`config.mk`:
```
export PLATFORM = sky130hd
export DESIGN_NAME = ldpc_systematic_encoder_bpsk
export DESIGN_NICKNAME = d
export VERILOG_FILES = /design/src/rtl/ldpc_systematic_encoder_bpsk.sv
export SDC_FILE = /design/constraint.sdc
export NUM_CORES = 1
export LEC_CHECK = 0
export BUFFER_PORTS_ARGS = -buffer_cell sky130_fd_sc_hd__buf_2
export CORE_AREA = 2 2 81 83
export DETAILED_ROUTE_END_ITERATION = 6
export DIE_AREA = 0 0 83 85
export GPL_TIMING_DRIVEN = 0
export PLACE_DENSITY = 0.81
export SYNTH_ARGS = -nofsm -noshare
export SYNTH_HDL_FRONTEND = slang
export SYNTH_SLANG_ARGS = --single-unit
```
`constraint.sdc`:
```
create_clock -name clk -period 2.25 [get_ports clk]
set_input_delay 0.45 -clock clk [delete_from_list [all_inputs] [get_ports clk]]
set_output_delay 0.45 -clock clk [all_outputs]
set_load 0.05 [all_outputs]
```
`src/rtl/ldpc_systematic_encoder_bpsk.sv`:
```
// Systematic (6,3) LDPC encoder (H = [P | I3]) with a BPSK map to IEEE-754 +/-1.0 symbols.
// Optional syndrome self-check is enabled with the macro LDPC_ENCODER_SYNDROME_CHECK_EN.
module ldpc_systematic_encoder_bpsk #(
    parameter logic [8:0]  P_MATRIX    = 9'b110_011_101,
    parameter int          FLOAT_WIDTH = 32,
    parameter logic [31:0] ONE_FLOAT   = 32'h3F800000
) (
    input  logic                       clk,
    input  logic                       reset,
    input  logic                       start,
    input  logic [2:0]                 message,
    output logic                       busy,
    output logic                       out_valid,
    input  logic                       out_ready,
    output logic [5:0]                 codeword,
    output logic [6*FLOAT_WIDTH-1:0]   symbol_vector,
    output logic                       syndrome_error
);

    // Handshake: a word is transferred on a rising edge where out_valid and
    // out_ready are both high; out_valid then drops and the FSM returns to IDLE.
    typedef enum logic [2:0] {
        IDLE   = 3'd0,
        ENCODE = 3'd1,
`ifdef LDPC_ENCODER_SYNDROME_CHECK_EN
        CHECK  = 3'd2,
`endif
        MAP    = 3'd3,
        HOLD   = 3'd4
    } state_t;

    state_t     state;
    state_t     state_next;
    logic [2:0] msg;      // msg[2]=m0, msg[0]=m2
    logic [2:0] parity;   // parity[r] = p_r
    logic [1:0] row;
    logic [5:0] word_next;
    logic [6*FLOAT_WIDTH-1:0] sym_next;

    // Row r of P starts at bit 8-3r; shifting it up to the MSBs avoids a variable index.
    function automatic logic row_parity(input logic [2:0] m, input logic [1:0] r);
        logic [8:0] sh;
        sh = P_MATRIX << (4'(r) * 4'd3);
        return (m[2] & sh[8]) ^ (m[1] & sh[7]) ^ (m[0] & sh[6]);
    endfunction

    assign busy = (state != IDLE);

    always_ff @(posedge clk) begin
        if (reset) state <= IDLE;
        else       state <= state_next;
    end

    always_comb begin
        state_next = state;
        case (state)
            IDLE:   if (start) state_next = ENCODE;
`ifdef LDPC_ENCODER_SYNDROME_CHECK_EN
            ENCODE: if (row == 2'd2) state_next = CHECK;
            CHECK:  if (row == 2'd2) state_next = MAP;
`else
            ENCODE: if (row == 2'd2) state_next = MAP;
`endif
            MAP:    state_next = HOLD;
            HOLD:   if (out_ready) state_next = IDLE;
            default: state_next = IDLE;
        endcase
    end

    always_comb begin
        word_next = {msg, parity[0], parity[1], parity[2]};
        sym_next  = '0;
        for (int i = 0; i < 6; i++) begin
            sym_next[i*FLOAT_WIDTH +: FLOAT_WIDTH] =
                {word_next[i] ^ ONE_FLOAT[FLOAT_WIDTH-1], ONE_FLOAT[FLOAT_WIDTH-2:0]};
        end
    end

`ifdef LDPC_ENCODER_SYNDROME_CHECK_EN
    logic syn_flag;
`endif

    always_ff @(posedge clk) begin
        if (reset) begin
            msg           <= '0;
            parity        <= '0;
            row           <= '0;
            out_valid     <= 1'b0;
            codeword      <= '0;
            symbol_vector <= '0;
`ifdef LDPC_ENCODER_SYNDROME_CHECK_EN
            syn_flag       <= 1'b0;
            syndrome_error <= 1'b0;
`endif
        end else begin
            case (state)
                IDLE: begin
                    if (start) begin
                        msg    <= message;
                        parity <= '0;
                        row    <= '0;
`ifdef LDPC_ENCODER_SYNDROME_CHECK_EN
                        syn_flag <= 1'b0;
`endif
                    end
                end
                ENCODE: begin
                    parity[row] <= row_parity(msg, row);
                    row         <= (row == 2'd2) ? 2'd0 : row + 2'd1;
                end
`ifdef LDPC_ENCODER_SYNDROME_CHECK_EN
                CHECK: begin
                    syn_flag <= syn_flag | (parity[row] ^ row_parity(msg, row));
                    row      <= (row == 2'd2) ? 2'd0 : row + 2'd1;
                end
`endif
                MAP: begin
                    codeword      <= word_next;
                    symbol_vector <= sym_next;
                    out_valid     <= 1'b1;
`ifdef LDPC_ENCODER_SYNDROME_CHECK_EN
                    syndrome_error <= syn_flag;
`endif
                end
                HOLD: begin
                    if (out_ready) out_valid <= 1'b0;
                end
                default: ;
            endcase
        end
    end

`ifndef LDPC_ENCODER_SYNDROME_CHECK_EN
    assign syndrome_error = 1'b0;
`endif

endmodule

```
**Yosys cells after proc, flatten, opt, wreduce, memory -nomap -nowiden**

Index checks and enable logic that the tools add are counted.

- Eq/ne operators: 7
- Mux-type cells: 14
- Reduce and logical (&&, ||, !) cells: 9
- Multiply operators: 1
- Bitwise logic cells: 5
- Order comparisons: 2
- Shift-type cells: 1
- $add $sub $neg: 1

Operators with widths:

| operator | number |
|---|---|
| two-way mux 3 bit | 4 |
| one-hot mux 3 bit (4 select lines) | 1 |
| left shift 9 x 4 -> 9 bit (first input constant) | 1 |
| inequality test 2 bit (second input constant) | 3 |
| one-hot mux 3 bit (2 select lines) | 1 |
| AND reduction 2 bit | 3 |
| multiplier 2 x 2 -> 4 bit (second input constant) | 1 |
| two-way mux 2 bit | 2 |
| one-hot mux 2 bit (2 select lines) | 1 |
| nonzero test 2 bit | 2 |
| AND 1 bit | 3 |
| bitwise mux 3 bit | 1 |
| == test 3 x 1 -> 1 bit (second input constant) | 1 |
| == test 3 x 2 -> 1 bit (second input constant) | 1 |
| == test 3 bit (second input constant) | 1 |
| zero test 3 bit | 1 |
| < comparator 2 x 3 -> 1 bit (second input constant) | 1 |
| AND reduction 3 bit | 1 |
| nonzero test 3 bit | 1 |
| adder 2 x 1 -> 2 bit (second input constant) | 1 |
| demux 1 bit (select 2 bit) | 1 |
| == test 2 bit (second input constant) | 1 |
| >= comparator 2 x 1 -> 1 bit (second input constant) | 1 |
| two-way mux 1 bit | 2 |
| 3 further kinds | 4 |

- Flip-flop bits (word level): 66
- Logic and storage cells: 47

**Logic depth before layout (Yosys ltp)**

- Depth in word-level cells: 7
- Depth in mapped cells: 7

**Worst setup path after synthesis**

OpenSTA, ideal clock, no wires.

- Path kind: reg2out
- Start point: register symbol_vector[189] (netlist name)
- End point: output port symbol_vector[119]
- Stages on the path, launching flop included: 2
- Setup slack: 0.157 ns
- Path buffers: 1
- Arrival time: 1.643 ns
- Required time: 1.800 ns
- Cells stage by stage: dfxtp_1 buf_4

RTL lines:

| what | line | source |
|---|---|---|
| end, declared | 16 | `output logic [6*FLOAT_WIDTH-1:0] symbol_vector,` |

==> impl_metrics.py <==
metrics = {
    "worst_hold_path": {
        "hold_end": "msg[2]",
        "whs_path_depth": 3,
        "hold_path.class": "input pin to register",
        "hold_start": "message[2]",
    },
    "cts": {
        "hold_buffers": 0,
        "cts_buffers": 3,
        "path_clk_slew_ns": 0.07,
        "cts_max_path_buffers": 2,
        "cts-root-buf": "clkbuf_8",
        "clock_sinks": 19,
        "cts_setup_buffers": 0,
        "clock_latency_ns": 0.26,
        "cts_tree": "built",
        "htree_levels": 1,
    },
    "cells_and_area": {
        "seqCellArea_um2": 382,
        "final_layout_size_suffix_gt1_frac": 0.520,
        "multi_input_area_um2": 1030,
        "fin_nets": 519,
        "antenna_cells": 0,
        "n_fill_cell": 587,
        "area_growth_syn_to_layout_pct": 42.0,
    },
    "power_and_ir_drop": {
        "p_seq_frac": 0.249,
        "vdd_drop_max_mv": 0.342,
        "clkPwrFrac": 0.167,
        "intPower_uw": 680,
        "p_sw_uw": 745,
        "power_density_nw_per_um2": 426,
        "comb_power_share": 0.584,
        "p_leak_nw": 2.22,
        "swShare": 0.523,
    },
    "floorplan": {
        "die_h_um": 85,
        "num_rows": 29,
        "start_util": 0.380,
        "die_w_um": 83,
        "core_area_um2": 6200,
        "die_area_um2": 7060,
        "pin_count": 208,
    },
    "synthesis": {
        "synth_cell_types": 25,
        "syn-cell-area_um2": 2360,
        "synth_area_leaders": "buf_4, dfxtp_1, ha_1",
        "yosysTopAreaCell": "buf_4",
        "yosysWarnings": 0,
        "synthFlopType": "dfxtp_1",
        "synth_common_cells": "buf_4, dfxtp_1, a21oi_1",
        "yosysTopAreaCellShare": 0.615,
        "asyncSetResetFlopFracSynth": 0,
        "synth_edf_count": 0,
        "yosysMostFrequentCell": "buf_4",
        "synthCells": 295,
        "ys_seq_area_frac": 0.161,
        "ys_ff_latch": 19,
        "avgSynthCellArea_um2": 7.99,
    },
    "placed_design": {
        "dp_hpwl_mm": 4.30,
        "place.gp.congestion": 0.838,
        "io_buffer_count": 61,
    },
    "route": {
        "via_per_inst": 3.22,
        "wl_mm": 4.82,
        "antenna_left": 0,
        "via_count": 1870,
        "drtIter0Drc": 31,
        "wl_per_cell_um": 8.29,
        "first_pass_iters": 4,
        "drc": 0,
    },
    "setup_path": {
        "r2r-end": "parity[1]",
        "r2r-start": "row[0]",
        "required_ns": 1.80,
        "crit_path_end_kind": "primary output",
        "worstSetupPathType": "register to primary output",
        "arrival_ns": 1.52,
        "reg2regPathDepth": 7,
        "start_kind": "register",
        "critPathMaxFanout": 43,
        "r2r_setup_slack_ns": 0.30,
    },
    "global_routing": {
        "grt_max_degree": 44,
        "grtUsageTotal": 0.123,
        "antenna_found_initial": 0,
        "globalRouteOverflowTotal": 0,
        "grt_pass1_vias": 1540,
        "grt_pass1_wl_mm": 7.47,
    },
    "timing": {
        "holdWs_ns": 0.421,
        "tightest_slew_ns": 0.697,
        "fin_setup_tns_ns": 0,
        "drv_slew": 0,
        "slew-limit-headroom": 0.536,
        "fmax_mhz": 507,
        "fin_crit_sh": 0.877,
        "finClkSkew_ns": 0.00330,
        "finalHoldViolations": 0,
        "rsz0062_at_grt": "no",
        "period_needed_ns": 1.97,
        "finalSetupViolCount": 0,
    },
    "status": {
        "outcome": "complete, no violations",
    },
    "job": {
        "cap_violations": 0,
    },
}
-- worst max-delay path, cell delays in order, from the launching register on --
cell	delay, ns
dfxtp_2	0.78
buf_4	0.21
buf_2	0.26
-- metal layers --
metal / wire, µm / track usage
met1: 1520 / 0.106
met5: 0 / 0
met2: 2890 / 0.279
met3: 383 / 0.0282
met4: 27 / 0.0224
-- per-stage QoR --
stage          instance area [µm²]  total power [mW]  utilization  instances  setup WS, ns
3_5_place_dp                  3300              1.18        0.532        577        0.0518
4_1_cts                       3340              1.41        0.539        581         0.237
3_3_place_gp                  3300              1.17        0.532        577        0.0762
2_1_floorplan                 2900              1.15            -        439         0.157
5_1_grt                       3340              1.48        0.539        581         0.142
6_report                      3340              1.43        0.539        581         0.276
-- kinds of logic after synthesis --
family | count (synthesis) | synth area share
other cells | 1 | 0.00159
mux | 5 | 0.0212
compound gates | 22 | 0.0579
fa+ha+maj | 7 | 0.0372
xor+xnor | 3 | 0.0112
buf+inv | 202 | 0.629
flops | 19 | 0.161
simple gates | 36 | 0.0802
-- layout by cell type (no fill, tap or decap) --
master,synthesis,routed
buf_4,193,193
nand3b_1,3,3
inv_1,5,5
ha_1,7,7
o41ai_2,1,1
o21ai_2,1,1
or3_1,3,3
dfxtp_2,0,1
dfxtp_1,19,18
o311ai_0,1,1
nand2_1,10,10
a41oi_1,2,2
nor2_4,1,1
nor3_1,1,1
nor2b_1,1,1
buf_2,0,61
clkbuf_8,0,3
a21oi_1,16,16
o21ai_0,1,1
or4b_1,1,1
and2_4,1,1
conb_1,1,145
mux2i_1,5,5
xnor2_1,2,2
nand3_1,10,10
clkbuf_1,4,5
xor2_1,1,1
nor2_1,5,5
-- flip-flops by register name (all words and copies together) (netlist names) --
register	flops
codeword	6
msg	3
parity	3
state	3
row	2
out_valid	1
symbol_vector	1
-- worst max path at each step --
stage | start | end | depth (start not counted)
4_1_cts | symbol_vector[189] | symbol_vector[119] | 2
2_1_floorplan | symbol_vector[189] | symbol_vector[119] | 1
5_1_grt | symbol_vector[189] | symbol_vector[25] | 2
3_3_place_gp | symbol_vector[189] | symbol_vector[119] | 2
3_5_place_dp | symbol_vector[189] | symbol_vector[187] | 2
6_report | symbol_vector[189] | symbol_vector[119] | 2
-- power by group through the flow --
stage	clock, mW	sequential [mW]	combinational, mW
6_report	0.238	0.355	0.832
5_1_grt	0.253	0.357	0.868
4_1_cts	0.244	0.355	0.815
3_5_place_dp	0	0.363	0.814
3_3_place_gp	0	0.362	0.811
2_1_floorplan	0	0.360	0.792
-- cell type report --
| class | count | share of cell area |
|---|---|---|
| Sequential cell | 19 | 0.114 |
| Clock buffer | 4 | 0.0135 |
| Tap cell | 77 | 0.0288 |
| Timing Repair Buffer | 61 | 0.0913 |
| Inverter | 5 | 0.00561 |
| Multi-Input combinational cell | 218 | 0.309 |
| Buffer | 197 | 0.438 |
-- what timing repair did --
item | in CTS | in global routing
gates resized for setup | 1 | 0
setup endpoints to repair | 42 | 0
endpoints found under the hold margin | 0 | 0
(Power assumes the default switching activity.)
